--- src/rtl/tl_defs.sv ---
// rtl/tl_defs.sv - shared phase, mode and lamp codes for the intersection controller
package tl_defs;

  typedef enum logic [3:0] {
    S_NS_GREEN  = 4'd0,
    S_NS_YELLOW = 4'd1,
    S_NS_ALLRED = 4'd2,
    S_EW_GREEN  = 4'd3,
    S_EW_YELLOW = 4'd4,
    S_EW_ALLRED = 4'd5,
    S_FLASH     = 4'd6,
    S_ALL_RED   = 4'd7
  } phase_t;

  typedef enum logic [1:0] {
    MODE_FIXED  = 2'b00,
    MODE_ACT    = 2'b01,
    MODE_FLASH  = 2'b10,
    MODE_ALLRED = 2'b11
  } mode_t;

  // Lamp drives are {R,Y,G}
  localparam logic [2:0] LAMP_OFF = 3'b000;
  localparam logic [2:0] LAMP_G   = 3'b001;
  localparam logic [2:0] LAMP_Y   = 3'b010;
  localparam logic [2:0] LAMP_R   = 3'b100;

  function automatic logic is_green(input phase_t p);
    return (p == S_NS_GREEN) || (p == S_EW_GREEN);
  endfunction

endpackage

--- src/rtl/phase_timer.sv ---
// rtl/phase_timer.sv - per-phase tick counter with clear, saturating increment and done compare
module phase_timer (
  input  logic       clk,
  input  logic       rst_n,
  input  logic       clr,
  input  logic       inc,
  input  logic [7:0] sat_max,
  input  logic [7:0] dur,
  output logic [7:0] tmr,
  output logic       done
);

  logic [7:0] cnt;

  always_ff @(posedge clk or negedge rst_n) begin
    if (!rst_n) begin
      cnt <= 8'd0;
    end else if (clr) begin
      cnt <= 8'd0;
    end else if (inc && (cnt < sat_max)) begin
      cnt <= cnt + 8'd1;
    end
  end

  // >= rather than == so a mid-phase mode change that leaves cnt past the
  // limit still terminates instead of stalling
  assign done = (cnt >= (dur - 8'd1));
  assign tmr  = cnt;

endmodule

--- src/rtl/phase_sequencer.sv ---
// rtl/phase_sequencer.sv - NS/EW signal phase FSM with fixed, actuated, flash and all-red modes
module phase_sequencer
  import tl_defs::*;
#(
  parameter int T_FIXED_GREEN = 20,
  parameter int T_MIN_GREEN   = 10,
  parameter int T_MAX_GREEN   = 30,
  parameter int T_YELLOW      = 3,
  parameter int T_ALLRED      = 2
) (
  input  logic       clk,
  input  logic       rst_n,
  input  logic       tick,
  input  logic [1:0] mode_sel,
  input  logic       veh_NS,
  input  logic       veh_EW,
  output logic [3:0] phase_id,
  output logic [2:0] ns_rgy,
  output logic [2:0] ew_rgy,
  output logic [7:0] time_left,
  output logic       phase_start
);

  localparam logic [7:0] TF   = 8'(T_FIXED_GREEN);
  localparam logic [7:0] TMIN = 8'(T_MIN_GREEN);
  localparam logic [7:0] TMAX = 8'(T_MAX_GREEN);
  localparam logic [7:0] TY   = 8'(T_YELLOW);
  localparam logic [7:0] TA   = 8'(T_ALLRED);

  phase_t     phase_q, phase_d;
  mode_t      mode;
  logic       start_q, blink_q, changed;
  logic       own_dem, opp_dem, go_green_end;
  logic [7:0] tmr, dur, sat_max, green_left;
  logic       done;

  assign mode    = mode_t'(mode_sel);
  assign changed = (phase_d != phase_q);

  phase_timer u_timer (
    .clk     (clk),
    .rst_n   (rst_n),
    .clr     (changed),
    .inc     (tick),
    .sat_max (sat_max),
    .dur     (dur),
    .tmr     (tmr),
    .done    (done)
  );

  // Actuated green saturates at max so it can rest without wrapping
  always_comb begin
    dur     = TA;
    sat_max = 8'hFF;
    if (is_green(phase_q)) begin
      if (mode == MODE_ACT) begin
        dur     = TMAX;
        sat_max = TMAX - 8'd1;
      end else begin
        dur = TF;
      end
    end else if ((phase_q == S_NS_YELLOW) || (phase_q == S_EW_YELLOW)) begin
      dur = TY;
    end
  end

  always_comb begin
    own_dem = (phase_q == S_NS_GREEN) ? veh_NS : veh_EW;
    opp_dem = (phase_q == S_NS_GREEN) ? veh_EW : veh_NS;
    case (mode)
      MODE_FIXED: go_green_end = done;
      MODE_ACT:   go_green_end = (tmr >= (TMIN - 8'd1)) && opp_dem && (!own_dem || done);
      default:    go_green_end = 1'b1;
    endcase
  end

  always_comb begin
    phase_d = phase_q;
    case (phase_q)
      S_NS_GREEN:  if (tick && go_green_end) phase_d = S_NS_YELLOW;
      S_EW_GREEN:  if (tick && go_green_end) phase_d = S_EW_YELLOW;
      S_NS_YELLOW: if (tick && done) phase_d = S_NS_ALLRED;
      S_EW_YELLOW: if (tick && done) phase_d = S_EW_ALLRED;
      S_NS_ALLRED, S_EW_ALLRED: begin
        if (tick && done) begin
          case (mode)
            MODE_FLASH:  phase_d = S_FLASH;
            MODE_ALLRED: phase_d = S_ALL_RED;
            default:     phase_d = (phase_q == S_NS_ALLRED) ? S_EW_GREEN : S_NS_GREEN;
          endcase
        end
      end
      S_FLASH: begin
        if (tick) begin
          if (mode == MODE_ALLRED) phase_d = S_ALL_RED;
          else if (mode != MODE_FLASH) phase_d = S_EW_ALLRED;
        end
      end
      S_ALL_RED: begin
        if (tick) begin
          if (mode == MODE_FLASH) phase_d = S_FLASH;
          else if (mode != MODE_ALLRED) phase_d = S_EW_ALLRED;
        end
      end
      default: phase_d = S_EW_ALLRED;
    endcase
  end

  always_ff @(posedge clk or negedge rst_n) begin
    if (!rst_n) begin
      phase_q <= S_EW_ALLRED;
      start_q <= 1'b0;
      blink_q <= 1'b0;
    end else begin
      phase_q <= phase_d;
      start_q <= changed;
      if (changed && (phase_d == S_FLASH)) blink_q <= 1'b0;
      else if (tick) blink_q <= ~blink_q;
    end
  end

  always_comb begin
    if (mode == MODE_ACT) green_left = (tmr >= (TMAX - 8'd1)) ? 8'd1 : (TMAX - tmr);
    else                  green_left = (tmr >= TF) ? 8'd1 : (TF - tmr);
  end

  always_comb begin
    ns_rgy    = LAMP_R;
    ew_rgy    = LAMP_R;
    time_left = 8'd0;
    case (phase_q)
      S_NS_GREEN: begin
        ns_rgy    = LAMP_G;
        time_left = green_left;
      end
      S_NS_YELLOW: begin
        ns_rgy    = LAMP_Y;
        time_left = TY - tmr;
      end
      S_EW_GREEN: begin
        ew_rgy    = LAMP_G;
        time_left = green_left;
      end
      S_EW_YELLOW: begin
        ew_rgy    = LAMP_Y;
        time_left = TY - tmr;
      end
      S_NS_ALLRED, S_EW_ALLRED: time_left = TA - tmr;
      S_FLASH: begin
        ns_rgy = blink_q ? LAMP_Y : LAMP_OFF;
        ew_rgy = blink_q ? LAMP_Y : LAMP_OFF;
      end
      default: time_left = 8'd0;
    endcase
  end

  assign phase_id    = phase_q;
  assign phase_start = start_q;

endmodule

--- config.mk ---
export PLATFORM = sky130hd
export DESIGN_NAME = phase_sequencer
export DESIGN_NICKNAME = d
export VERILOG_FILES = /design/src/rtl/tl_defs.sv /design/src/rtl/phase_timer.sv /design/src/rtl/phase_sequencer.sv
export SDC_FILE = /design/constraint.sdc
export NUM_CORES = 1
export LEC_CHECK = 0
export ABC_AREA = 1
export CAP_MARGIN = 5
export CORE_MARGIN = 4
export CORE_UTILIZATION = 50
export CTS_CLUSTER_DIAMETER = 200
export DETAILED_ROUTE_END_ITERATION = 8
export GPL_TIMING_DRIVEN = 0
export PLACE_DENSITY = 0.7
export SLEW_MARGIN = 20
export SYNTH_ARGS = -nofsm -noshare
export SYNTH_HDL_FRONTEND = slang
export SYNTH_HIERARCHICAL = 1
export SYNTH_SLANG_ARGS = --single-unit
--- constraint.sdc ---
create_clock -name clk -period 11.2 [get_ports clk]
set_input_delay 2.24 -clock clk [delete_from_list [all_inputs] [get_ports clk]]
set_output_delay 2.24 -clock clk [all_outputs]
set_load 0.02 [all_outputs]
==> impl_metrics.csv <==
group,metric,value,unit
placed_design,dp_cells,432,
layout,fin_util,0.632,
synthesis,synth-compound-area-share,0.118,
pwr,power_frac_clock,0.212,
placed_design,port_buffers,25,
run_status,outcome,"finished, final reports clean",
cts,cts_tree,"yes",
placed_design,dp_slack,4.62,ns
pwr,total_power,0.224,mW
pwr,ir_drop,0.0774,mV
cts,cts-buffers-inserted,3,
floorplanning,die_w,74.3,um
placed_design,dp_hpwl,4220,um
sta,slew_headroom,0.577,
pwr,swShare,0.418,
cts,cts_setup_buffers,0,
floorplanning,core-area,4120,um2
synthesis,yosys.area_share.adder,0.142,
synthesis,synth_top_family_by_area,"simple AND/OR/NAND/NOR gates",
floorplanning,die_h,74.3,um
global_route,grt_pass1_wl,9140,um
synthesis,syn_area_per_cell,6.32,um2
global_route,first_global_vias,2040,
sta,rsz0062_at_grt,"false",
floorplanning,io_pins,26,
sta,setup-violations-final,0,
sta,drv_slew,0,
route,drc_errors,0,
route,wl_per_cell,12.3,um
cts,htreeDepth,1,
worst_setup_path,worstSetupPathType,"in2out",
route,dr.pass1.iters,5,
sta,finalCriticalPeriod,6.61,ns
pwr,internal-power,0.131,mW
global_route,grt_max_degree,16,
global_route,grt_usage,0.205,
cts,clk_pin_slew,0.06,ns
pwr,p_comb_frac,0.495,
sta,worst_slew_pin_slew,0.635,ns
worst_setup_path,cp_max_fo,5,
cts,ctsHoldBuffers,0,
floorplanning,die_area,5520,um2
worst_setup_path,r2r_setup_slack,6.25,ns
pwr,power_density,86.2,nW/um2
synthesis,syn_inst,348,
layout,antenna_cells,0,
sta,min_period_over_period,0.591,
synthesis,synth-seq-cells,14,
synthesis,synth_mux_area_frac,0,
worst_setup_path,r2r_start,"phase_id[0]$_DFF_PN1_",
worst_setup_path,reg2reg_to,"u_timer/tmr[2]$_DFFE_PN0P_",
layout,syn_to_final_growth,18.3,%
route,ant_nets,0,
sta,max_freq,151,MHz
cts,clkLatencyLatePin,0.24,ns
pwr,seqPwrFrac,0.294,
synthesis,yosysUniqueCellTypes,36,
worst_setup_path,arrival,4.37,ns
cts,clock_sinks,14,
route,dr.first_iter.drc_count,167,
min_path,min_to,"blink_q$_DFFE_PN0P_",
layout,stdcell_count,436,
layout,drive_above_1_share,0.106,
floorplanning,initial_utilization,0.535,
min_path,hold_depth,2,
route,finalWirelength,5360,um
cts,cts-resized-gates,0,
worst_setup_path,reg2reg_depth,29,
sta,finalWorstSetupSlack,4.59,ns
placed_design,place_congestion,0.828,
cts,clockRootBuffer,"clkbuf_8",
sta,hold_ws,0.605,ns
floorplanning,rows,23,
global_route,antenna_found_initial,0,
layout,final_nets,419,
synthesis,synthSimpleGateAreaFrac,0.407,
synthesis,syn_area,2200,um2
placed_design,dpl_cell_area,2550,um2
synthesis,ys_seq_area_frac,0.160,
min_path,min_from,"blink_q$_DFFE_PN0P_",
sta,tns,0,ns
sta,skew,0.00133,ns
worst_setup_path,crit_path_start_kind,"input pin",
min_path,hp-class,"reg2reg",
route,viasPerCell,5.20,
worst_setup_path,worstPathRequired,8.96,ns
job,drv_cap,0,
global_route,grt_overflow,0,
pwr,p_sw,0.0936,mW
cts,cts_buffer_depth,2,
sta,finalHoldViolCount,0,
synthesis,synth_xor_area_frac,0.0597,
worst_setup_path,critical_path.endpoint_type,"output port",
synthesis,yosys_warnings,6,
pwr,power.leakage,1.40,nW
route,vias,2268,
layout,design_area,2600,um2
worst max path at each step:
| stage | start | to | slack, ns | cells after the start |
|---|---|---|---|---|
| final | mode_sel[0] | time_left[5] | 4.59 | 11 |
| after global routing | mode_sel[0] | time_left[5] | 4.40 | 11 |
| after CTS | mode_sel[0] | time_left[5] | 4.62 | 11 |
| after detailed placement | mode_sel[0] | time_left[5] | 4.62 | 11 |
| after global placement | mode_sel[0] | time_left[5] | 4.64 | 11 |
| after floorplan | mode_sel[0] | time_left[5] | 5.79 | 9 |
synthesized netlist by cell type:
library cell,number,area share
nand2_2,8,0.023
buf_6,1,0.0051
dfstp_2,2,0.024
a21oi_2,2,0.0080
nand2_4,3,0.015
nor2_4,2,0.010
o221ai_1,3,0.012
nand3b_1,1,0.0034
o311ai_0,1,0.0040
ha_1,25,0.14
a32oi_1,1,0.0040
o21ai_0,10,0.023
nand2_1,87,0.15
nor3_1,4,0.0091
nand3_1,38,0.086
or2_2,1,0.0028
nor2_2,5,0.014
o211ai_1,2,0.0068
xor2_1,8,0.032
nor3_4,1,0.0074
nor2_1,24,0.041
clkbuf_1,1,0.0017
o2111ai_1,2,0.0080
a31oi_2,1,0.0057
nand3_2,2,0.0091
a21oi_1,18,0.041
a31oi_1,1,0.0028
conb_1,2,0.0034
nand4_1,13,0.037
inv_1,49,0.084
inv_2,6,0.010
xnor2_1,7,0.028
clkinv_1,1,0.0017
buf_2,3,0.0068
o22ai_1,1,0.0028
dfrtp_1,12,0.14
routing by layer:
metal	track usage	up-vias	routed length (um)	part of all wire
met5	0	-	0	0
met3	0.0135	2	286	0.053
li1	-	1207	-	-
met2	0.348	55	2420	0.45
met1	0.293	1004	2640	0.49
met4	0.0316	0	12	0.0022
layout make-up:
type / instances / area (um2)
timing repair buffer: 25 / 250
clock buffer: 4 / 55.1
fill: 427 / 1510
sequential: 14 / 353
inverter: 56 / 210
buffer: 5 / 30.0
tap: 50 / 62.6
multi-input combinational: 282 / 1640
registers in the layout, indices dropped and copies added, names as in the netlist:
name	count
phase_start	1
u_timer/tmr	8
blink_q	1
phase_id	4
placed cells by master (no fill, tap or decap), types with 2 or more instances in the layout:
cell	netlist	routed
nand2_1	87	87
inv_1	49	49
nand3_1	38	38
ha_1	25	25
clkdlybuf4s50_1	0	25
nor2_1	24	24
a21oi_1	18	18
nand4_1	13	13
dfrtp_1	12	12
conb_1	2	11
o21ai_0	10	10
nand2_2	8	8
xor2_1	8	8
xnor2_1	7	7
inv_2	6	6
nor2_2	5	5
nor3_1	4	4
clkbuf_8	0	4
buf_2	3	3
nand2_4	3	3
o221ai_1	3	3
nor2_4	2	2
nand3_2	2	2
a21oi_2	2	2
o2111ai_1	2	2
o211ai_1	2	2
dfstp_2	2	2
critical path, stage by stage:
cell and delay, ns:
clkdlybuf4s50_1 0.49, inv_1 0.08, nor2_1 0.23, inv_1 0.13
nand2_1 0.17, inv_1 0.08, nand3_1 0.06, o21ai_0 0.10
nand2_1 0.09, o221ai_1 0.13, clkdlybuf4s50_1 0.55
logic make-up (layout without fill, tap and decap cells):
logic type                 count (synthesis)  after routing
AOI/OAI and AO/OA                         42             42
xor gates and xnor gates                  15             15
other                                      2             11
buffers and inverters                     61             90
adders and majority gates                 25             25
and+or+nand+nor                          189            189
DFF                                       14             14
power by group through the flow:
stage	Clock (mW)	Combinational, mW	Sequential (mW)
6_report	0.0475	0.111	0.0658
2_1_floorplan	0	0.0721	0.0679
3_3_place_gp	0	0.110	0.0667
5_1_grt	0.0506	0.124	0.0667
4_1_cts	0.0482	0.111	0.0656
3_5_place_dp	0	0.111	0.0665
Note: power is estimated with default switching activity, not from simulation.
